==> config.mk <==
export PLATFORM = sky130hd
export DESIGN_NAME = gamepad_responder
export DESIGN_NICKNAME = d
export VERILOG_FILES = /design/src/rtl/gamepad_responder.sv
export SDC_FILE = /design/constraint.sdc
export NUM_CORES = 1
export LEC_CHECK = 0
export CAP_MARGIN = 20
export CORE_ASPECT_RATIO = 0.5
export CORE_UTILIZATION = 28
export DETAILED_ROUTE_END_ITERATION = 10
export GPL_TIMING_DRIVEN = 0
export PLACE_DENSITY = 0.45
export SLEW_MARGIN = 20
export SYNTH_ARGS = -nofsm -noshare
export SYNTH_HDL_FRONTEND = slang
export SYNTH_SLANG_ARGS = --single-unit
==> constraint.sdc <==
create_clock -name Clock -period 2.3 [get_ports Clock]
set_input_delay 0.345 -clock Clock [delete_from_list [all_inputs] [get_ports Clock]]
set_output_delay 0.345 -clock Clock [all_outputs]
set_load 0.05 [all_outputs]
==> src/rtl/gamepad_responder.sv <==
// NES-style controller emulator: answers the reader's latch/pulse protocol on GamePadData.
// Optional per-button debounce filter is enabled by defining GP_DEBOUNCE_EN.
module gamepad_responder #(
    parameter logic [15:0] DEBOUNCE_CYCLES = 16'd50000
) (
    input  logic        Clock,
    input  logic        Reset,
    input  logic [7:0]  Buttons,
    input  logic        GLatch,
    input  logic        GPulse,
    output logic        GamePadData,
    output logic        ReadDone,
    output logic [15:0] Polls
);

    // [0],[1] form the synchronizer; [2] holds the previous level for edge detection.
    logic [2:0] latch_sync;
    logic [2:0] pulse_sync;
    logic [7:0] btn_s1;
    logic [7:0] btn_s2;
    logic [7:0] btn;
    logic [7:0] shreg;
    logic [3:0] idx;

    logic latch_lvl;
    logic latch_rise;
    logic pulse_rise;

    assign latch_lvl   = latch_sync[1];
    assign latch_rise  = latch_sync[1] & ~latch_sync[2];
    assign pulse_rise  = pulse_sync[1] & ~pulse_sync[2];
    assign GamePadData = shreg[0];

`ifdef GP_DEBOUNCE_EN
    logic [15:0] db_cnt [8];
    logic [7:0]  btn_filt;

    // A filtered bit flips only after the raw bit disagrees for DEBOUNCE_CYCLES straight cycles.
    always_ff @(posedge Clock) begin
        if (Reset) begin
            btn_filt <= 8'h00;
            for (int i = 0; i < 8; i++) begin
                db_cnt[i] <= 16'h0000;
            end
        end else begin
            for (int i = 0; i < 8; i++) begin
                if (btn_s2[i] != btn_filt[i]) begin
                    if (db_cnt[i] >= DEBOUNCE_CYCLES - 16'd1) begin
                        btn_filt[i] <= btn_s2[i];
                        db_cnt[i]   <= 16'h0000;
                    end else begin
                        db_cnt[i] <= db_cnt[i] + 16'd1;
                    end
                end else begin
                    db_cnt[i] <= 16'h0000;
                end
            end
        end
    end

    assign btn = btn_filt;
`else
    logic unused_debounce_cycles;
    assign unused_debounce_cycles = ^DEBOUNCE_CYCLES;
    assign btn = btn_s2;
`endif

    always_ff @(posedge Clock) begin
        if (Reset) begin
            latch_sync <= 3'b000;
            pulse_sync <= 3'b000;
            btn_s1     <= 8'h00;
            btn_s2     <= 8'h00;
            shreg      <= 8'hFF;
            idx        <= 4'd0;
            ReadDone   <= 1'b0;
            Polls      <= 16'h0000;
        end else begin
            latch_sync <= {latch_sync[1:0], GLatch};
            pulse_sync <= {pulse_sync[1:0], GPulse};
            btn_s1     <= Buttons;
            btn_s2     <= btn_s1;
            ReadDone   <= 1'b0;

            if (latch_rise) begin
                Polls <= Polls + 16'd1;
            end

            // Latch has priority: a pulse edge seen while latched is dropped.
            if (latch_lvl) begin
                shreg <= ~btn;
                idx   <= 4'd0;
            end else if (pulse_rise) begin
                shreg <= {1'b1, shreg[7:1]};
                if (idx != 4'd8) begin
                    idx <= idx + 4'd1;
                end
                if (idx == 4'd7) begin
                    ReadDone <= 1'b1;
                end
            end
        end
    end

endmodule
# Word-level counts from Yosys, hierarchy flattened
# Cells that the tools add are included.
# classes
addsub	2
eq_ne	2
muxes	3
n_bitwise	6
reduce_logical	4
# ops
operator	count
$add A16 B1 Y16 const B	1
$mux W8	2
$not A8 Y8	1
$add A4 B1 Y4 const B	1
$eq A4 B3 Y1 const B	1
$ne A4 B4 Y1 const B	1
$not A1 Y1	3
$reduce_or A3 Y1	1
$and A1 B1 Y1	2
$reduce_and A2 Y1	1
$reduce_bool A2 Y1	1
$reduce_or A2 Y1	1
$mux W1	1
# totals
ff_bits	51
inputBits	12
out_inout_bits	18
elab_cells	25

# Depth between registers and ports, before layout
# Gate-level depths: netlist (run 1).
# logic_depth
ltp_word	4
ltp_mapped	6
ltp_nobuf	6

# Worst setup path after synthesis (run 1)
# OpenSTA, ideal clock, no wires.
# synth_timing
path_kind	flip-flop to flip-flop
start	register Polls[0]
end	register Polls[14]
setup_time_ns	0.071
t_arrival_ns	1.823
t_required_ns	2.229
path_slack_ns	0.406
path_stages_with_launch	6
n_path_buf	0
synth_period_minus_slack_ns	1.894
cell_sequence	dfxtp_1 ha_1 nand3b_1 nor2_1 or4b_1 a21oi_1
# synth_via
elab_chain_len	1
# synth_lines
element	line_no	text
start: declaration	13	output logic [15:0] Polls
start signal: assignment	86	Polls <= Polls + 16'd1;
$add A16 B1 Y16	86	
# No other way between the ends.
# A chain may end at the register's enable or synchronous reset.

# Worst setup path in the final report (run 1)
# layout_timing
start	register Polls[2]
end	output Polls[2]
# No word-level cell between the ends.

==> metrics.yaml, run 1 <==
outcome:
  status: "finished clean"
critical_path:
  worstReg2RegEnd: "Polls[14]"
  reg2regPathDepth: 5
  cpPeakStageDelay_ns: 0.85
  rr_startpoint: "Polls[0]"
  crit_buf_inv: 1
  cp_cell_sequence: "clkdlybuf4s50_1"
  path_depth: 1
  critPathSlowestCell: "clkdlybuf4s50_1"
  r2r_slack_ns: 0.57
  criticalPathCategory: "reg -> out"
  cpLargestDelayFamily: "buffers and inverters"
  arrival_ns: 1.59
  critPathMaxFanout: 7
  setup.worst_path.end: "Polls[2]"
  worstSetupStartpointType: "flip-flop"
  worstSetupStartpoint: "Polls[2]"
  endpoint_kind: "primary output"
  cp_data_required_time_ns: 1.96
final_layout:
  final_common_cell: "dfxtp_1"
  layout-drive-gt1-share: 0.0952
  multi_input_area_um2: 856
  n_antenna_cell: 0
  fin_nets: 245
  syn_to_final_growth_pct: 28.3
  num-fill-cells: 656
  layout_common_cells: "dfxtp_1 (51), clkdlybuf4s50_1 (29), nor2b_1 (24), nand2_1 (13), nor2_1 (13)"
  regArea_um2: 1020
global_routing:
  grt_max_degree: 17
  gr-total-overflow: 0
  antenna_found_initial: 0
  grt_pass1_wl_um: 5860
  grt_pass1_vias: 1258
  grt_usage: 0.106
sta:
  slew_headroom: 0.664
  skew_ns: 0.00535
  final_max_slew_viol_count: 0
  setup_tns_ns: 0
  fin_crit_sh: 0.840
  setup_violations: 0
  worst_slack_ns: 0.368
  hold_violations: 0
  period_minus_slack_ns: 1.93
  whs_ns: 0.439
  tightestPinTransition_ns: 0.503
  rsz0062_at_grt: "false"
  clock.fmax_ghz: 0.517
clock_tree:
  cts-resized-gates: 0
  cts_buffer_depth: 2
  clkTransAtPathRegs_ns: 0.07
  cts-htree-levels: 2
  cts_hold_buf: 0
  post_cts_buffers: 0
  insertion_delay_ns: 0.28
  root_buffer: "clkbuf_16"
  tritoncts: "built"
  numCtsBuffers: 5
  cts.sinks: 51
route:
  routed_wl_um: 3460
  drc: 0
  via_per_inst: 4.17
  initialDrtViolationCount: 38
  drt.antenna.violating_nets: 0
  vias: 1331
  drtPass1Iterations: 4
  drt-wirelength-per-cell_um: 10.9
pwr:
  ir_drop_mv: 0.295
  power.density_nw_per_um2: 692
  power_w: 0.00172
  p_leak_nw: 0.870
logic_synthesis:
  synth-seq-cells: 51
  synthTopCellsByArea: "dfxtp_1 (53%), nor2b_1 (7.8%), mux2_2 (4.1%)"
  syn-cell-area_um2: 1930
  synthCells: 194
  yosysWarnings: 0
  synth_edf_count: 0
  syn_avg_cell_area_um2: 9.96
  async_flop_share: 0
  synth_area_leader_cell: "dfxtp_1"
  ys_dominant_reg_cell: "dfxtp_1"
  synth.distinct_cells: 36
  synth.top_cell.area_share: 0.528
  syn-num-nets: 209
  synth_seq_area_share: 0.528
floorplan:
  die-area_um2: 7260
  die_w_um: 119
  initial_core_util: 0.304
  io_pins: 30
  die_h_um: 60.7
  rows: 20
  core_area_um2: 6360
placement:
  port_buffers: 29
  dp_hpwl_um: 2470
  routabilityCongestion: 0.688
  dp_slack_ns: 0.574
worst_hold_path:
  min_path_type: "reg -> reg"
job:
  cap_violations: 0
## logic make-up (layout without fill, tap and decap cells)
group / Yosys count / in the layout / share of synthesized area
muxes: 9 / 9 / 0.0512
DFF: 51 / 51 / 0.528
and+or+nand+nor: 88 / 88 / 0.264
AOI/OAI and AO/OA: 16 / 16 / 0.0447
buffers and inverters: 13 / 50 / 0.0285
xor gates and xnor gates: 14 / 14 / 0.0635
adders and majority gates: 3 / 3 / 0.0194
## sequential cells by signal, summed over array words and instances (netlist names)
register / count
Polls: 16
btn: 8
btn_s1: 8
shreg: 8
idx: 4
latch_sync: 3
pulse_sync: 3
ReadDone: 1
## through the flow
step,instance area [µm²],utilization,cells
finish,2480,0.390,319
floorplan,1930,-,194
CTS,2480,0.390,319
global placement,2330,0.367,311
global route,2480,0.390,319
detailed placement,2330,0.367,311
## cell usage after synthesis (all sizes together) (2+ instances only)
cell type and n:
a21oi 5, nand3b 2, mux2i 2, nand4 6
mux2 7, or3 2, nor3 7, o21ai 9
nor2b 24, clkbuf 8, nand3 4, ha 3
inv 3, nand2 13, nor2 13, buf 2
and3 2, and4 2, dfxtp 51, xnor2 6
xor2 8, nand2b 7
## how the worst min path moves through the flow
stage                  start       endpoint  slack (ns)  depth (start not counted)
2_1_floorplan      btn_s1[0]         btn[0]        0.41                          1
3_3_place_gp   pulse_sync[0]  pulse_sync[1]        0.42                          1
3_5_place_dp   pulse_sync[0]  pulse_sync[1]        0.42                          1
4_1_cts        pulse_sync[0]  pulse_sync[1]        0.44                          1
5_1_grt            btn_s1[0]         btn[0]        0.46                          1
6_report       pulse_sync[0]  pulse_sync[1]        0.44                          1
## routing by layer
metal / global-route usage / vias up / wire, µm
met3: 0.0338 / 4 / 143
met2: 0.184 / 26 / 1570
met5: 0 / - / 0
met4: 0.0482 / 0 / 44
met1: 0.125 / 575 / 1700
li1: - / 726 / -
## where the power goes
group	internal, W	leakage, nW	switching, W	total (W)
registers	0.000904	0.416	0.00000694	0.000911
clock network	0.000407	0.0710	0.000317	0.000725
logic	0.0000419	0.383	0.0000385	0.0000804
## area by class of cell
class                      count  share of cell area
tap                           88              0.0444
clock buffer                   6              0.0520
sequential                    51               0.412
buffer                        10              0.0177
timing repair buffer          29               0.117
clock inverter                 2             0.00707
inverter                       3             0.00454
multi-input combinational    130               0.345
(Power assumes the default switching activity.)
==> run 2: changes to the inputs <==
PLACE_DENSITY = 0.47   (was 0.45)
clock period = 1.7 ns   (was 2.3 ns; I/O delays follow)
==> run 2 against run 1 <==
  * Total power up 46%
  * Clock skew up 0.0017 ns
  * Final area up 1.3%
  * Critical path depth unchanged
==> metrics.yaml, run 2 (same netlist as run 1, synthesis figures left out) <==
outcome:
  status: "finished clean"
floorplan:
  core_area_um2: 6360  # unchanged
  die_h_um: 60.7  # unchanged
  die_w_um: 119  # unchanged
  die-area_um2: 7260  # unchanged
  initial_core_util: 0.304  # unchanged
  io_pins: 30  # unchanged
  rows: 20  # unchanged
global_routing:
  grt_pass1_vias: 1288  # +2.4%
  antenna_found_initial: 0  # unchanged
  grt_pass1_wl_um: 6240  # +6.6%
  grt_usage: 0.115  # +0.00874
  gr-total-overflow: 0  # unchanged
  grt_max_degree: 17  # unchanged
route:
  initialDrtViolationCount: 53  # +39%
  vias: 1389  # +4.4%
  via_per_inst: 4.33  # +3.7%
  drtPass1Iterations: 4  # unchanged
  drt.antenna.violating_nets: 0  # unchanged
  drt-wirelength-per-cell_um: 11.2  # +3.3%
  routed_wl_um: 3600  # +3.9%
  drc: 0  # unchanged
final_layout:
  layout_common_cells: "dfxtp_1 (41), nor2b_1 (24), dlygate4sd2_1 (16), nand2_1 (13), nor2_1 (13)"
  largest_reg_flops: 16  # unchanged
  regMostFlops: "Polls"
  syn_to_final_growth_pct: 29.9
  num-fill-cells: 680  # +3.7%
  layoutNonFillerInstCount: 321  # +0.63%
  final_common_cell: "dfxtp_1"
  final_util: 0.395  # +0.00492
  layout-drive-gt1-share: 0.146  # +0.0507
  regArea_um2: 1030  # +1.2%
  n_antenna_cell: 0  # unchanged
  multi_input_area_um2: 856  # unchanged
  fin_nets: 247  # +0.82%
clock_tree:
  cts_buffer_depth: 2  # unchanged
  cts_hold_buf: 0  # unchanged
  cts.sinks: 51  # unchanged
  tritoncts: "built"
  root_buffer: "clkbuf_16"
  insertion_delay_ns: 0.29  # about the same
  cts-htree-levels: 2  # unchanged
  numCtsBuffers: 5  # unchanged
  clkTransAtPathRegs_ns: 0.07  # about the same
sta:
  final_max_slew_viol_count: 0  # unchanged
  worst_slack_ns: 0.0644  # -0.303 ns
  setup_tns_ns: 0  # unchanged
  rsz0062_at_grt: "false"
  skew_ns: 0.00701  # +0.00166 ns
  clock.fmax_ghz: 0.611
  fin_crit_sh: 0.962
  hold_violations: 0  # unchanged
  period_minus_slack_ns: 1.64
  setup_violations: 0  # unchanged
  slew_headroom: 0.667  # +0.00367
  whs_ns: 0.439  # +0.000255 ns
  tightestPinTransition_ns: 0.498  # -0.00474 ns
critical_path:
  criticalPathCategory: "reg -> out"
  cp_data_required_time_ns: 1.44  # -0.52 ns
  critPathSlowestCell: "clkdlybuf4s50_1"
  critPathMaxFanout: 1  # -6
  arrival_ns: 1.38  # -0.21 ns
  cpPeakStageDelay_ns: 0.79  # -0.06 ns
  cp_cell_sequence: "clkdlybuf4s50_1"
  endpoint_kind: "primary output"
  cpLargestDelayFamily: "buffers and inverters"
  crit_buf_inv: 1  # unchanged
  worstSetupStartpointType: "flip-flop"
placement:
  post-place-cells: 311  # unchanged
  dp_hpwl_um: 2500  # +1.2%
  dp_slack_ns: 0.0232  # -0.551 ns
  routabilityCongestion: 0.700  # +1.8%
  port_buffers: 29  # unchanged
worst_hold_path:
  min_path_type: "reg -> reg"
job:
  cap_violations: 0  # unchanged
pwr:
  power.density_nw_per_um2: 996  # +44%
  ir_drop_mv: 0.333  # +13%
  p_leak_nw: 0.972  # +12%
## run 2: cell types whose count changed in the layout (fill, tap and decap cells not counted), moves of 2 or more
cell	before	now
dfxtp_2	0	10
clkdlybuf4s50_1	29	12
dlygate4sd2_1	0	16
clkinv_4	2	0
buf_4	1	3
dfxtp_1	51	41
## run 2: report_power, final
part	internal (W)	switching, W
sequential	0.00122	0.00000923
clock	0.000701	0.000459
combinational	0.0000555	0.0000523
## run 2: area by class of cell
| type | count | share of cell area |
|---|---|---|
| multi-input combinational | 130 | 0.341 |
| clock inverter | 2 | 0.0155 |
| inverter | 3 | 0.00449 |
| clock buffer | 6 | 0.0513 |
| timing repair buffer | 31 | 0.115 |
| tap | 88 | 0.0439 |
| sequential | 51 | 0.412 |
| buffer | 10 | 0.0174 |
## run 2: through the flow
| step | power (W) | instance area [µm²] |
|---|---|---|
| after floorplan | 0.00132 | 1940 |
| after global placement | 0.00137 | 2340 |
| after detailed placement | 0.00137 | 2340 |
| after CTS | 0.00254 | 2490 |
| after global routing | 0.00261 | 2510 |
| final | 0.00250 | 2510 |
## run 2: worst paths after layout
path	cells after the start	end	from	slack, ns
worst max-delay path	1	ReadDone	ReadDone	0.06
worst min-delay path	1	btn[1]	btn_s1[1]	0.44
worst max register to register	5	Polls[14]	Polls[0]	0.11
worst min register to register	1	btn[1]	btn_s1[1]	0.44
## run 2: metal layers
layer | track usage | up-vias | routed length, µm
met1 | 0.142 | 628 | 1810
li1 | - | 721 | -
met5 | 0 | - | 0
met4 | 0.0821 | 0 | 112
met3 | 0.0320 | 10 | 146
met2 | 0.179 | 30 | 1530
## run 2: what timing repair did
action                                 4_1_cts  5_1_grt
pin swaps                                    0        1
setup buffers                                0        2
gates resized for setup                     16        2
setup endpoints to repair                   16        3
endpoints found under the hold margin        0        0
